==> config.mk <==
export PLATFORM = sky130hd
export DESIGN_NAME = j1_dbus_uart_tx
export DESIGN_NICKNAME = d
export VERILOG_FILES = /design/src/rtl/j1_dbus_uart_tx.sv
export SDC_FILE = /design/constraint.sdc
export NUM_CORES = 1
export LEC_CHECK = 0
export BUFFER_PORTS_ARGS = -buffer_cell sky130_fd_sc_hd__buf_2
export CAP_MARGIN = 15
export CORE_ASPECT_RATIO = 1.4
export CORE_MARGIN = 8
export CORE_UTILIZATION = 59
export DETAILED_ROUTE_END_ITERATION = 16
export PLACE_DENSITY = 0.87
export REMOVE_ABC_BUFFERS = 1
export SYNTH_ARGS = -nofsm -noshare
export SYNTH_HDL_FRONTEND = slang
export SYNTH_SLANG_ARGS = --single-unit
export TNS_END_PERCENT = 100
==> constraint.sdc <==
create_clock -name clk -period 4.54 [get_ports clk]
set_input_delay 0.454 -clock clk [delete_from_list [all_inputs] [get_ports clk]]
set_output_delay 0.454 -clock clk [all_outputs]
set_load 0.01 [all_outputs]
==> src/rtl/j1_dbus_uart_tx.sv <==
// rtl/j1_dbus_uart_tx.sv - J1 data-bus UART transmitter (TX FIFO, 8N1 framing)
// Optional even parity (8E1) when UART_TX_PARITY_EN is defined.
module j1_dbus_uart_tx #(
    parameter logic [15:0] BASE_ADR       = 16'h7F00,
    parameter int          FIFO_DEPTH     = 16,
    parameter logic [15:0] BAUD_DIV_RESET = 16'd867
) (
    input  logic        clk,
    input  logic        reset,
    input  logic [15:0] adr,
    input  logic        re,
    input  logic        we,
    input  logic [15:0] m_dat_o,
    output logic [15:0] m_dat_i,
    output logic        txd,
    output logic        irq
);

    localparam int AW = (FIFO_DEPTH > 1) ? $clog2(FIFO_DEPTH) : 1;

`ifdef UART_TX_PARITY_EN
    localparam logic PAR_SUPPORT = 1'b1;
`else
    localparam logic PAR_SUPPORT = 1'b0;
`endif

    typedef enum logic [2:0] {
        S_IDLE,
        S_START,
        S_DATA,
`ifdef UART_TX_PARITY_EN
        S_PARITY,
`endif
        S_STOP
    } state_t;

    state_t      state_q, state_d;
    logic [AW:0] wr_ptr_q, wr_ptr_d, rd_ptr_q, rd_ptr_d;
    logic [7:0]  mem_q [FIFO_DEPTH];
    logic [7:0]  shift_q, shift_d;
    logic [2:0]  bit_idx_q, bit_idx_d;
    logic [15:0] cnt_q, cnt_d;
    logic [15:0] div_q, div_d;
    logic        ovf_q, ovf_d;
    logic        txd_q, txd_d;
    logic        irq_q, irq_d;
    logic [15:0] rdata_q, rdata_d;
`ifdef UART_TX_PARITY_EN
    logic        parity_q, parity_d;
`endif

    logic        hit, wr_hit, rd_hit, push_req, push, pop;
    logic        full, empty, tick;
    logic [7:0]  fifo_head;
    logic [15:0] status;

    assign hit      = (adr[15:2] == BASE_ADR[15:2]);
    assign wr_hit   = we && hit;
    assign rd_hit   = re && !we && hit;
    assign push_req = wr_hit && (adr[1:0] == 2'd0);

    assign empty     = (wr_ptr_q == rd_ptr_q);
    assign full      = (wr_ptr_q[AW] != rd_ptr_q[AW]) &&
                       (wr_ptr_q[AW-1:0] == rd_ptr_q[AW-1:0]);
    assign fifo_head = mem_q[rd_ptr_q[AW-1:0]];
    assign tick      = (cnt_q == 16'd0);

    // A full FIFO still accepts a byte when the shifter drains one on the same edge.
    assign push   = push_req && (!full || pop);
    assign status = {11'd0, PAR_SUPPORT, ovf_q, (state_q != S_IDLE), empty, full};

    always_comb begin
        state_d   = state_q;
        shift_d   = shift_q;
        bit_idx_d = bit_idx_q;
        cnt_d     = cnt_q;
        pop       = 1'b0;
`ifdef UART_TX_PARITY_EN
        parity_d  = parity_q;
`endif
        if (state_q != S_IDLE) begin
            cnt_d = tick ? div_q : (cnt_q - 1'b1);
        end
        case (state_q)
            S_IDLE: begin
                if (!empty) begin
                    pop     = 1'b1;
                    shift_d = fifo_head;
`ifdef UART_TX_PARITY_EN
                    parity_d = ^fifo_head;
`endif
                    state_d = S_START;
                    cnt_d   = div_q;
                end
            end
            S_START: begin
                if (tick) begin
                    state_d   = S_DATA;
                    bit_idx_d = 3'd0;
                end
            end
            S_DATA: begin
                if (tick) begin
                    shift_d   = {1'b0, shift_q[7:1]};
                    bit_idx_d = bit_idx_q + 1'b1;
                    if (bit_idx_q == 3'd7) begin
`ifdef UART_TX_PARITY_EN
                        state_d = S_PARITY;
`else
                        state_d = S_STOP;
`endif
                    end
                end
            end
`ifdef UART_TX_PARITY_EN
            S_PARITY: begin
                if (tick) state_d = S_STOP;
            end
`endif
            S_STOP: begin
                if (tick) begin
                    if (!empty) begin
                        pop     = 1'b1;
                        shift_d = fifo_head;
`ifdef UART_TX_PARITY_EN
                        parity_d = ^fifo_head;
`endif
                        state_d = S_START;
                    end else begin
                        state_d = S_IDLE;
                    end
                end
            end
            default: state_d = S_IDLE;
        endcase
    end

    // txd and irq are derived from next-state so they move on the same edge as the FSM.
    always_comb begin
        txd_d = 1'b1;
        case (state_d)
            S_START:  txd_d = 1'b0;
            S_DATA:   txd_d = shift_d[0];
`ifdef UART_TX_PARITY_EN
            S_PARITY: txd_d = parity_d;
`endif
            default:  txd_d = 1'b1;
        endcase
    end

    always_comb begin
        wr_ptr_d = wr_ptr_q;
        rd_ptr_d = rd_ptr_q;
        if (push) wr_ptr_d = wr_ptr_q + 1'b1;
        if (pop)  rd_ptr_d = rd_ptr_q + 1'b1;
        irq_d = (wr_ptr_d == rd_ptr_d) && (state_d == S_IDLE);
    end

    always_comb begin
        div_d   = div_q;
        ovf_d   = ovf_q;
        rdata_d = 16'd0;
        if (wr_hit && (adr[1:0] == 2'd2)) div_d = m_dat_o;
        if (rd_hit) begin
            case (adr[1:0])
                2'd1: begin
                    rdata_d = status;
                    ovf_d   = 1'b0;
                end
                2'd2:    rdata_d = div_q;
                default: rdata_d = 16'd0;
            endcase
        end
        if (push_req && full && !pop) ovf_d = 1'b1;
    end

    always_ff @(posedge clk) begin
        if (push) mem_q[wr_ptr_q[AW-1:0]] <= m_dat_o[7:0];
    end

    always_ff @(posedge clk) begin
        if (!reset) begin
            state_q   <= S_IDLE;
            wr_ptr_q  <= '0;
            rd_ptr_q  <= '0;
            shift_q   <= 8'd0;
            bit_idx_q <= 3'd0;
            cnt_q     <= 16'd0;
            div_q     <= BAUD_DIV_RESET;
            ovf_q     <= 1'b0;
            txd_q     <= 1'b1;
            irq_q     <= 1'b1;
            rdata_q   <= 16'd0;
`ifdef UART_TX_PARITY_EN
            parity_q  <= 1'b0;
`endif
        end else begin
            state_q   <= state_d;
            wr_ptr_q  <= wr_ptr_d;
            rd_ptr_q  <= rd_ptr_d;
            shift_q   <= shift_d;
            bit_idx_q <= bit_idx_d;
            cnt_q     <= cnt_d;
            div_q     <= div_d;
            ovf_q     <= ovf_d;
            txd_q     <= txd_d;
            irq_q     <= irq_d;
            rdata_q   <= rdata_d;
`ifdef UART_TX_PARITY_EN
            parity_q  <= parity_d;
`endif
        end
    end

    assign m_dat_i = rdata_q;
    assign txd     = txd_q;
    assign irq     = irq_q;

endmodule

# After elaboration in Yosys (flattened, before gate mapping)
# Memory sizes are Yosys's and may differ from the RTL's. A register that Yosys moved wholly into a read port is not among the register bits.
# Index checks and enable logic that the tools add are counted.
# op_classes
add_sub_neg	4
n_eq_ne	16
n_mux	31
reduce_logical	27
# op_table
operator	count
16-bit 2-to-1 mux	4
16-bit case mux with 2 select lines	1
8-bit 2-to-1 mux	3
8-bit case mux with 3 select lines	1
3-bit 2-to-1 mux	7
16-bit logical NOT	1
16-bit by 1-bit subtractor with 16-bit output (second input constant)	1
14-bit by 13-bit equality test with 1-bit output (second input constant)	1
3-bit case mux with 4 select lines	1
5-bit by 1-bit adder with 5-bit output (second input constant)	2
5-bit equality test	2
1-bit logical AND	10
5-bit 2-to-1 mux	2
3-bit by 2-bit equality test with 1-bit output (second input constant)	3
1-bit 2-to-1 mux	8
3-bit by 1-bit equality test with 1-bit output (second input constant)	2
3-bit logical NOT	2
2-bit != test (second input constant)	3
3-bit case mux with 2 select lines	1
3-bit AND reduction	2
2-bit nonzero test	3
3-bit nonzero test	2
4-bit equality test	1
4-bit 2-to-1 mux	1
other kinds (10)	14
# totals
reg_bits	75
mem_bits_rw	128
input_bits	36
out_inout_bits	18
elab_cells	91
mem_count	1
# memory_table
name	depth	word_bits	read_ports	rd_clocked_by_memory_dff	wr	line_no	source
mem_q	16	8	1	1	1	39	logic [7:0] mem_q [FIFO_DEPTH];

# Depth between registers and ports, before layout
# Gate-level depths: netlist of run 1.
# logic_depth
word_depth	9
mapped_depth	10
mapped_depth_nobuf	9

# Worst setup path after synthesis of run 1
# Ideal clock, no wire load.
# synth_timing
kind	input to register
from	in adr[3]
to	mem mem_q[0][0], enable pin
setup_ns	0.383
t_arrival_ns	2.567
required_ns	4.157
path_slack_ns	1.590
path_stages	6
path_buffers	0
cell_sequence	or4_1 nor4_2 nand3_2 a21oi_2 nand2_1 nor3_1
# synth_between
elab_chain_cells	6
# synth_lines
element	line_no	source
start, declared	10	input logic [15:0] adr,
14-bit by 13-bit equality test with 1-bit output	57	assign hit = (adr[15:2] == BASE_ADR[15:2]);
1-bit logical AND	58	assign wr_hit = we && hit;
1-bit logical AND	60	assign push_req = wr_hit && (adr[1:0] == 2'd0);
1-bit logical AND	69	assign push = push_req && (!full || pop);
1-bit 2-to-1 mux	178	if (push) mem_q[wr_ptr_q[AW-1:0]] <= m_dat_o[7:0];
1-bit 2-to-1 mux (implied by the code)	178	
end, declared	39	
# No other way between the ends.

# Final worst setup path of run 1
# layout_timing
from	reg cnt_q[0]
to	mem mem_q[3][7], enable pin
# layout_between
elab_chain_cells	7
# layout_lines
element	line_no	source
start, declared	42	logic [15:0] cnt_q, cnt_d;
start signal, assigned	203	cnt_q <= cnt_d;
16-bit logical NOT	66	assign tick = (cnt_q == 16'd0);
1-bit 2-to-1 mux	121	if (tick) begin
1-bit case mux with 2 select lines	84	case (state_q)
1-bit logical OR	69	
1-bit logical AND	69	
1-bit 2-to-1 mux	178	
1-bit 2-to-1 mux (implied by the code)	178	
# No other way between the ends.

==> results of run 1 <==
[area by class of cell]
| cell class | count | area [sq um] |
|---|---|---|
| clock buffer | 26 | 568 |
| clock inverter | 10 | 129 |
| fill | 914 | 4650 |
| inverter | 13 | 48.8 |
| multi-input combinational | 390 | 2960 |
| sequential | 203 | 5350 |
| tap | 189 | 236 |
| timing repair buffer | 59 | 310 |
[power groups by stage]
stage / clock, W / sequential, W / combinational [W]
2_1_floorplan: 0 / 0.00203 / 0.0000975
3_3_place_gp: 0 / 0.00204 / 0.000153
3_5_place_dp: 0 / 0.00204 / 0.000163
4_1_cts: 0.00175 / 0.00200 / 0.000164
5_1_grt: 0.00182 / 0.00200 / 0.000184
6_report: 0.00173 / 0.00200 / 0.000166
[tightest hold or removal path, stage by stage]
cell	delay, ns
buf_2	0.07
nand2_1	0.04
nand3_1	0.07
[worst max-delay path by stage]
stage,start,end,slack [ns],cells after the start
2_1_floorplan,rd_ptr_q[0]$_SDFF_PN0_,irq$_SDFF_PN1_,0.88,7
3_3_place_gp,adr[3],mem_q[3][7]$_DFFE_PP_,1.24,6
3_5_place_dp,cnt_q[0]$_SDFF_PN0_,mem_q[3][2]$_DFFE_PP_,1.08,7
4_1_cts,cnt_q[0]$_SDFF_PN0_,mem_q[3][6]$_DFFE_PP_,1.07,7
5_1_grt,cnt_q[0]$_SDFF_PN0_,mem_q[3][7]$_DFFE_PP_,0.78,7
6_report,cnt_q[0]$_SDFF_PN0_,mem_q[3][7]$_DFFE_PP_,0.99,7
[registers in the layout, summed over array words and instances, names as in the netlist]
register and flops:
ovf_q 1, bit_idx_q 3, rd_ptr_q 5, wr_ptr_q 5, mem_q 128, cnt_q 16, state_q 3, m_dat_i 16
div_q 16, txd 1, irq 1, shift_q 8
[through the flow]
step / instance area [sq um] / worst slack (ns)
3_5_place_dp: 8900 / 1.08
2_1_floorplan: 8350 / 0.878
5_1_grt: 9600 / 0.783
6_report: 9600 / 0.986
4_1_cts: 9600 / 1.07
3_3_place_gp: 8900 / 1.24
[metal layers]
metal | GRT usage, % | vias up
met5 | 0 | -
met4 | 9.98 | 0
met3 | 3.55 | 61
met2 | 38.0 | 318
met1 | 25.5 | 2760
li1 | - | 2484
[logic make-up after synthesis]
logic type	after synthesis
and+or+nand+nor	222
xor gates and xnor gates	21
DFF	203
AOI/OAI and AO/OA	92
muxes	43
other	1
buffers and inverters	43
adders and majority gates	11
[cells in the mapped netlist (14+ instances only)]
library cell	count	area, sq um
o21ai_0	16	80.1
dfxtp_1	75	1500
nor3_1	14	70.1
a21oi_1	37	185
clkbuf_1	26	97.6
nor2_1	64	240
nand3_1	19	95.1
edfxtp_1	128	3840
mux4_2	40	901
nand2_1	73	274
and2_1	17	106
==> run_results.csv, run 1 <==
group,metric,value,unit
run_status,status,"completed",
yosys,ys_warn_count,0,
cts,cts.sinks,203,
place,gp_congestion,0.885,
drt,ant_nets,0,
critical_path,r2r-end,"mem_q[3][7]$_DFFE_PP_",
cells_and_area,fin_util,67.4,%
cts,cts_buffers,20,
drt,routedWlPerCell,22.2,microns
yosys,ys.flop_type,"edfxtp_1",
cts,cts_resized,0,
critical_path,path_max_fanout,13,
cts,clk_latency,0.49,ns
critical_path,crit_chain,"inv_1, ha_1, nor3b_2, nand4_2, o31a_4, a211o_1, nor3_1",
cells_and_area,nets,734,
drt,vias,5623,
yosys,synth-compound-area-share,7.33,%
min_path,hp-start,"m_dat_o[9]",
cts,cts_tree,"built",
yosys,synth_xor_area_share,2.33,%
place,portBuffers,53,
cells_and_area,n_antenna_cell,0,
floorplan,fp.dieW,117,microns
drt,top_layer,"met4",
power_and_ir_drop,p_int,0.00309,W
sta,max_freq,281,MHz
place,hpwl,12.7,mm
min_path,min_to,"div_q[9]$_SDFFE_PN1P_",
drt,route.detailed.drc,0,
min_path,hold_class,"in -> reg",
critical_path,crit_type,"reg -> reg",
critical_path,cp-end-kind,"flip-flop",
sta,final.setup_skew,0.0197,ns
critical_path,cp_num_buf_inv,1,
power_and_ir_drop,swShare,20.7,%
cts,clk_pin_slew,0.06,ns
yosys,synth_top_family_by_area,"simple AND/OR/NAND/NOR gates",
critical_path,reg2reg_depth,7,
power_and_ir_drop,comb_power_share,4.3,%
global_route,grt_max_degree,36,
floorplan,rows,52,
power_and_ir_drop,p_switching,0.000805,W
floorplan,dieHeight,158,microns
yosys,synthSimpleGateAreaFrac,12.6,%
critical_path,crit_family,"simple AND/OR/NAND/NOR gates",
min_path,hold-path-cell-count,3,
place,placed_cells,854,
yosys,postSynthAreaPerCell,13.3,sq um
global_route,grt_pass1_wl,30.7,mm
cts,htreeDepth,1,
yosys,synth_edf_count,128,
floorplan,ioPinCount,54,
critical_path,crit_slowest_cell,"nor3_1",
critical_path,start_kind,"flip-flop",
cts,cts_hold_buf,0,
global_route,grt_pass1_vias,5545,
cts,clock-root-buffer,"clkbuf_16",
power_and_ir_drop,totalPowerFinal,0.00389,W
sta,finalCriticalPeriod,3.55,ns
cells_and_area,final_common_cell,"edfxtp_1",
cts,post_cts_buffers,0,
floorplan,initial_core_util,59.4,%
drt,wl_met2,10.2,mm
drt,met1_length,7.08,mm
drt,drtIter0Drc,592,
sta,period_share,78.3,%
sta,rsz0062_at_grt,"false",
power_and_ir_drop,powerDensity,406,nW/um^2
power_and_ir_drop,p_clk_share,44.4,%
cells_and_area,final_cell_mix,"edfxtp_1 (128), dfxtp_1 (74), nand2_1 (73)",
yosys,synthMuxAreaShare,11.0,%
sta,slew_violations,0,
cells_and_area,syn2layout_area_growth,13.3,%
drt,met3_length,1.64,mm
yosys,synth-async-reset-ratio,0,%
yosys,yosys.area_share.adder,1.63,%
sta,finalHoldViolations,0,
cts,cts_buffer_depth,3,
drt,vias_per_cell,6.32,
critical_path,worstPathArrival,3.66,ns
yosys,ys_seq_area_share,63.1,%
power_and_ir_drop,p_leak,3.33,nW
global_route,antenna_found_initial,0,
power_and_ir_drop,vdd_drop_max,0.281,mV
sta,setup_viol,0,
critical_path,r2r_start,"cnt_q[0]$_SDFF_PN0_",
yosys,synth_cell_types,55,
power_and_ir_drop,power_frac_seq,51.4,%
sta,setup-tns-final,0,ns
critical_path,cp.required,4.64,ns
drt,wl,19.8,mm
job,drv_cap,0,
critical_path,cpPeakStageDelay,0.94,ns
global_route,grt-ovfl-total,0,
cells_and_area,stdcell_count,890,
cells_and_area,drive_gt1_share,20.8,%
global_route,track_usage,21.8,%
yosys,synthCells,636,
drt,drtPass1Iterations,5,
sta,max_slew_margin,21.3,%
yosys,synth_seq_cells,203,
critical_path,rrSetupSlack,0.99,ns
sta,hold_ws,0.181,ns
floorplan,core_area,14200,sq um
yosys,synth.cell_area,8470,sq um
floorplan,die-area,18500,sq um
sta,worst_pin_slew,1.17,ns
No activity file was read; power rests on OpenSTA's default activity.
==> run 2, diff against run 1 <==
- ABC_AREA: not set -> 1
- CORE_UTILIZATION: 59 -> 55
- PLACE_DENSITY: 0.87 -> 0.85
- clock period: 4.54 -> 3.1 ns (I/O delays scaled with it)
==> run_results.csv, run 2 <==
group,metric,value,unit
cts,post_cts_buffers,0,
critical_path,crit_type,"reg -> reg",
sta,slew_violations,0,
yosys,synth_area_leaders,"edfxtp_1 (43%), dfxtp_1 (17%), nor2_1 (6.1%)",
place,hpwl,14.8,mm
yosys,synth_cell_types,41,
drt,ant_nets,0,
critical_path,crit_family,"simple AND/OR/NAND/NOR gates",
sta,finalCriticalPeriod,2.49,ns
power_and_ir_drop,powerDensity,819,nW/um^2
critical_path,cp-end-kind,"flip-flop",
power_and_ir_drop,vdd_drop_max,0.678,mV
power_and_ir_drop,totalPowerFinal,0.00835,W
global_route,grt_pass1_vias,7137,
yosys,ys_seq_area_share,59.4,%
floorplan,dieHeight,167,microns
cts,cts.sinks,203,
cts,clock-root-buffer,"clkbuf_16",
critical_path,start_kind,"flip-flop",
cts,cts_buffers,20,
global_route,track_usage,21.8,%
cells_and_area,largest_register_ffs,128,
drt,drtPass1Iterations,5,
cts,cts_tree,"built",
critical_path,reg2reg_depth,10,
global_route,antenna_found_initial,0,
job,drv_cap,0,
floorplan,fp.dieW,124,microns
sta,setup_viol,0,
yosys,postSynthAreaPerCell,9.62,sq um
sta,worst_pin_slew,0.692,ns
drt,vias,7146,
critical_path,r2r_start,"cnt_q[0]$_SDFF_PN0_",
cts,clk_pin_slew,0.06,ns
drt,routedWlPerCell,18.7,microns
sta,max_slew_margin,53.8,%
cells_and_area,multi_input_area,3230,sq um
yosys,synth-async-reset-ratio,0,%
yosys,synthCells,935,
drt,wl,22.5,mm
critical_path,r2r-end,"mem_q[6][6]$_DFFE_PP_",
yosys,synth_edf_count,128,
run_status,status,"completed",
sta,max_freq,402,MHz
critical_path,crit_chain,"inv_1, ha_1, nand2_2, nor2_2, nand3_2, nand3_4, nand2_1, inv_1, nand2_1, nor2_1",
global_route,grt_pass1_wl,35.9,mm
yosys,synth_commonest_cells,"nor2_1 (146), nand2_1 (131), edfxtp_1 (128)",
sta,period_share,80.3,%
sta,final.setup_skew,0.0201,ns
cts,htreeDepth,1,
cells_and_area,nFillCells,1238,
yosys,synth_seq_cells,203,
cts,clk_latency,0.50,ns
cells_and_area,syn2layout_area_growth,13.2,%
yosys,yosys.area.top_type_share,42.7,%
floorplan,ioPinCount,54,
place,portBuffers,53,
critical_path,crit_slowest_cell,"nor2_1",
critical_path,path_max_fanout,10,
cts,cts_hold_buf,0,
yosys,synth_most_common_cell,"nor2_1",
critical_path,cpPeakStageDelay,0.53,ns
yosys,synth.cell_area,9000,sq um
place,gp_congestion,0.869,
yosys,ys.flop_type,"edfxtp_1",
critical_path,cp_num_buf_inv,2,
yosys,synth.largest_area_cell,"edfxtp_1",
min_path,hold-path-cell-count,3,
drt,vias_per_cell,5.94,
cells_and_area,final_cell_mix,"nor2_1 (146), nand2_1 (131), edfxtp_1 (128)",
floorplan,die-area,20800,sq um
cells_and_area,nets,1038,
min_path,min_to,"div_q[9]$_SDFFE_PN1P_",
sta,rsz0062_at_grt,"false",
min_path,hold_class,"in -> reg",
power_and_ir_drop,p_leak,3.82,nW
drt,route.detailed.drc,0,
global_route,grt_max_degree,66,
floorplan,core_area,16100,sq um
cells_and_area,n_antenna_cell,0,
drt,drtIter0Drc,614,
cts,cts_resized,0,
floorplan,initial_core_util,55.9,%
critical_path,cp.required,3.23,ns
yosys,ys_warn_count,0,
min_path,hp-start,"m_dat_o[9]",
cts,cts_buffer_depth,3,
global_route,grt-ovfl-total,0,
sta,finalHoldViolations,0,
sta,setup-tns-final,0,ns
cells_and_area,seq_area,5350,sq um
critical_path,worstPathArrival,2.62,ns
floorplan,rows,55,
cells_and_area,drive_gt1_share,14.7,%
cells_and_area,final_common_cell,"nor2_1",
critical_path,rrSetupSlack,0.61,ns
run 2: changes by cell type after synthesis, sizes merged, moves of 14 or more:
cell,before,now
a21oi,38,52
and2,17,0
inv,12,61
mux4,40,0
nand2,73,142
nand3,20,41
nor2,64,156
o211ai,1,22
o21ai,16,95
o22ai,2,19
run 2: metal layers:
| layer | global-route usage, % | vias to the layer above | share of wire [%] |
|---|---|---|---|
| li1 | - | 3381 | - |
| met1 | 24.6 | 3400 | 36 |
| met2 | 38.7 | 294 | 52 |
| met3 | 3.30 | 71 | 7.4 |
| met4 | 10.6 | 0 | 3.9 |
| met5 | 0 | - | 0 |
run 2: worst max path at each step:
| stage | startpoint | to | depth (start not counted) |
|---|---|---|---|
| 5_1_grt | cnt_q[0]$_SDFF_PN0_ | mem_q[6][3]$_DFFE_PP_ | 10 |
| 3_5_place_dp | adr[0] | div_q[12]$_SDFFE_PN0P_ | 8 |
| 2_1_floorplan | rd_ptr_q[0]$_SDFF_PN0_ | irq$_SDFF_PN1_ | 12 |
| 3_3_place_gp | cnt_q[0]$_SDFF_PN0_ | mem_q[6][3]$_DFFE_PP_ | 10 |
| 4_1_cts | cnt_q[0]$_SDFF_PN0_ | mem_q[6][6]$_DFFE_PP_ | 10 |
| 6_report | cnt_q[0]$_SDFF_PN0_ | mem_q[6][6]$_DFFE_PP_ | 10 |
run 2: report_power, final:
group / switching (W) / leakage, nW / internal [W] / total [W]
Sequential: 0.000157 / 1.76 / 0.00303 / 0.00319
Combinational: 0.00188 / 1.74 / 0.000843 / 0.00273
Clock: 0.00102 / 0.321 / 0.00141 / 0.00243
run 2: final cells by class:
type	instances	share of cell area [%]
clock buffers	27	5.67
clock inverters	9	0.872
well taps	199	2.44
multi-input cells	625	31.7
inverters	62	2.28
repair buffers	79	4.52
flip-flops and latches	203	52.5
run 2: cells by family after synthesis:
family,after synthesis,synth area share (%)
flops,203,59.4
compound gates,220,14.3
xor+xnor,16,1.56
fa+ha+maj,11,1.53
buf+inv,107,4.67
other cells,1,0.0417
simple gates,377,18.5
run 2: metrics by stage:
stage               cell area (sq um)  utilization, %  instances  hold WS, ns  setup slack [ns]
floorplan                        8810               -        890        0.379            -0.646
global placement                 9520            59.1       1168        0.452             0.729
detailed placement               9520            59.1       1168        0.455             0.616
CTS                             10200            63.3       1204       0.0518             0.627
global route                    10200            63.3       1204       0.0920             0.468
finish                          10200            63.3       1204       0.0606             0.610
run 2: worst min-delay path: cells and delay by family:
kind / cells / cell delay [ns]
simple gates: 1 / 0.05
buf+inv: 1 / 0.08
compound gates: 1 / 0.08
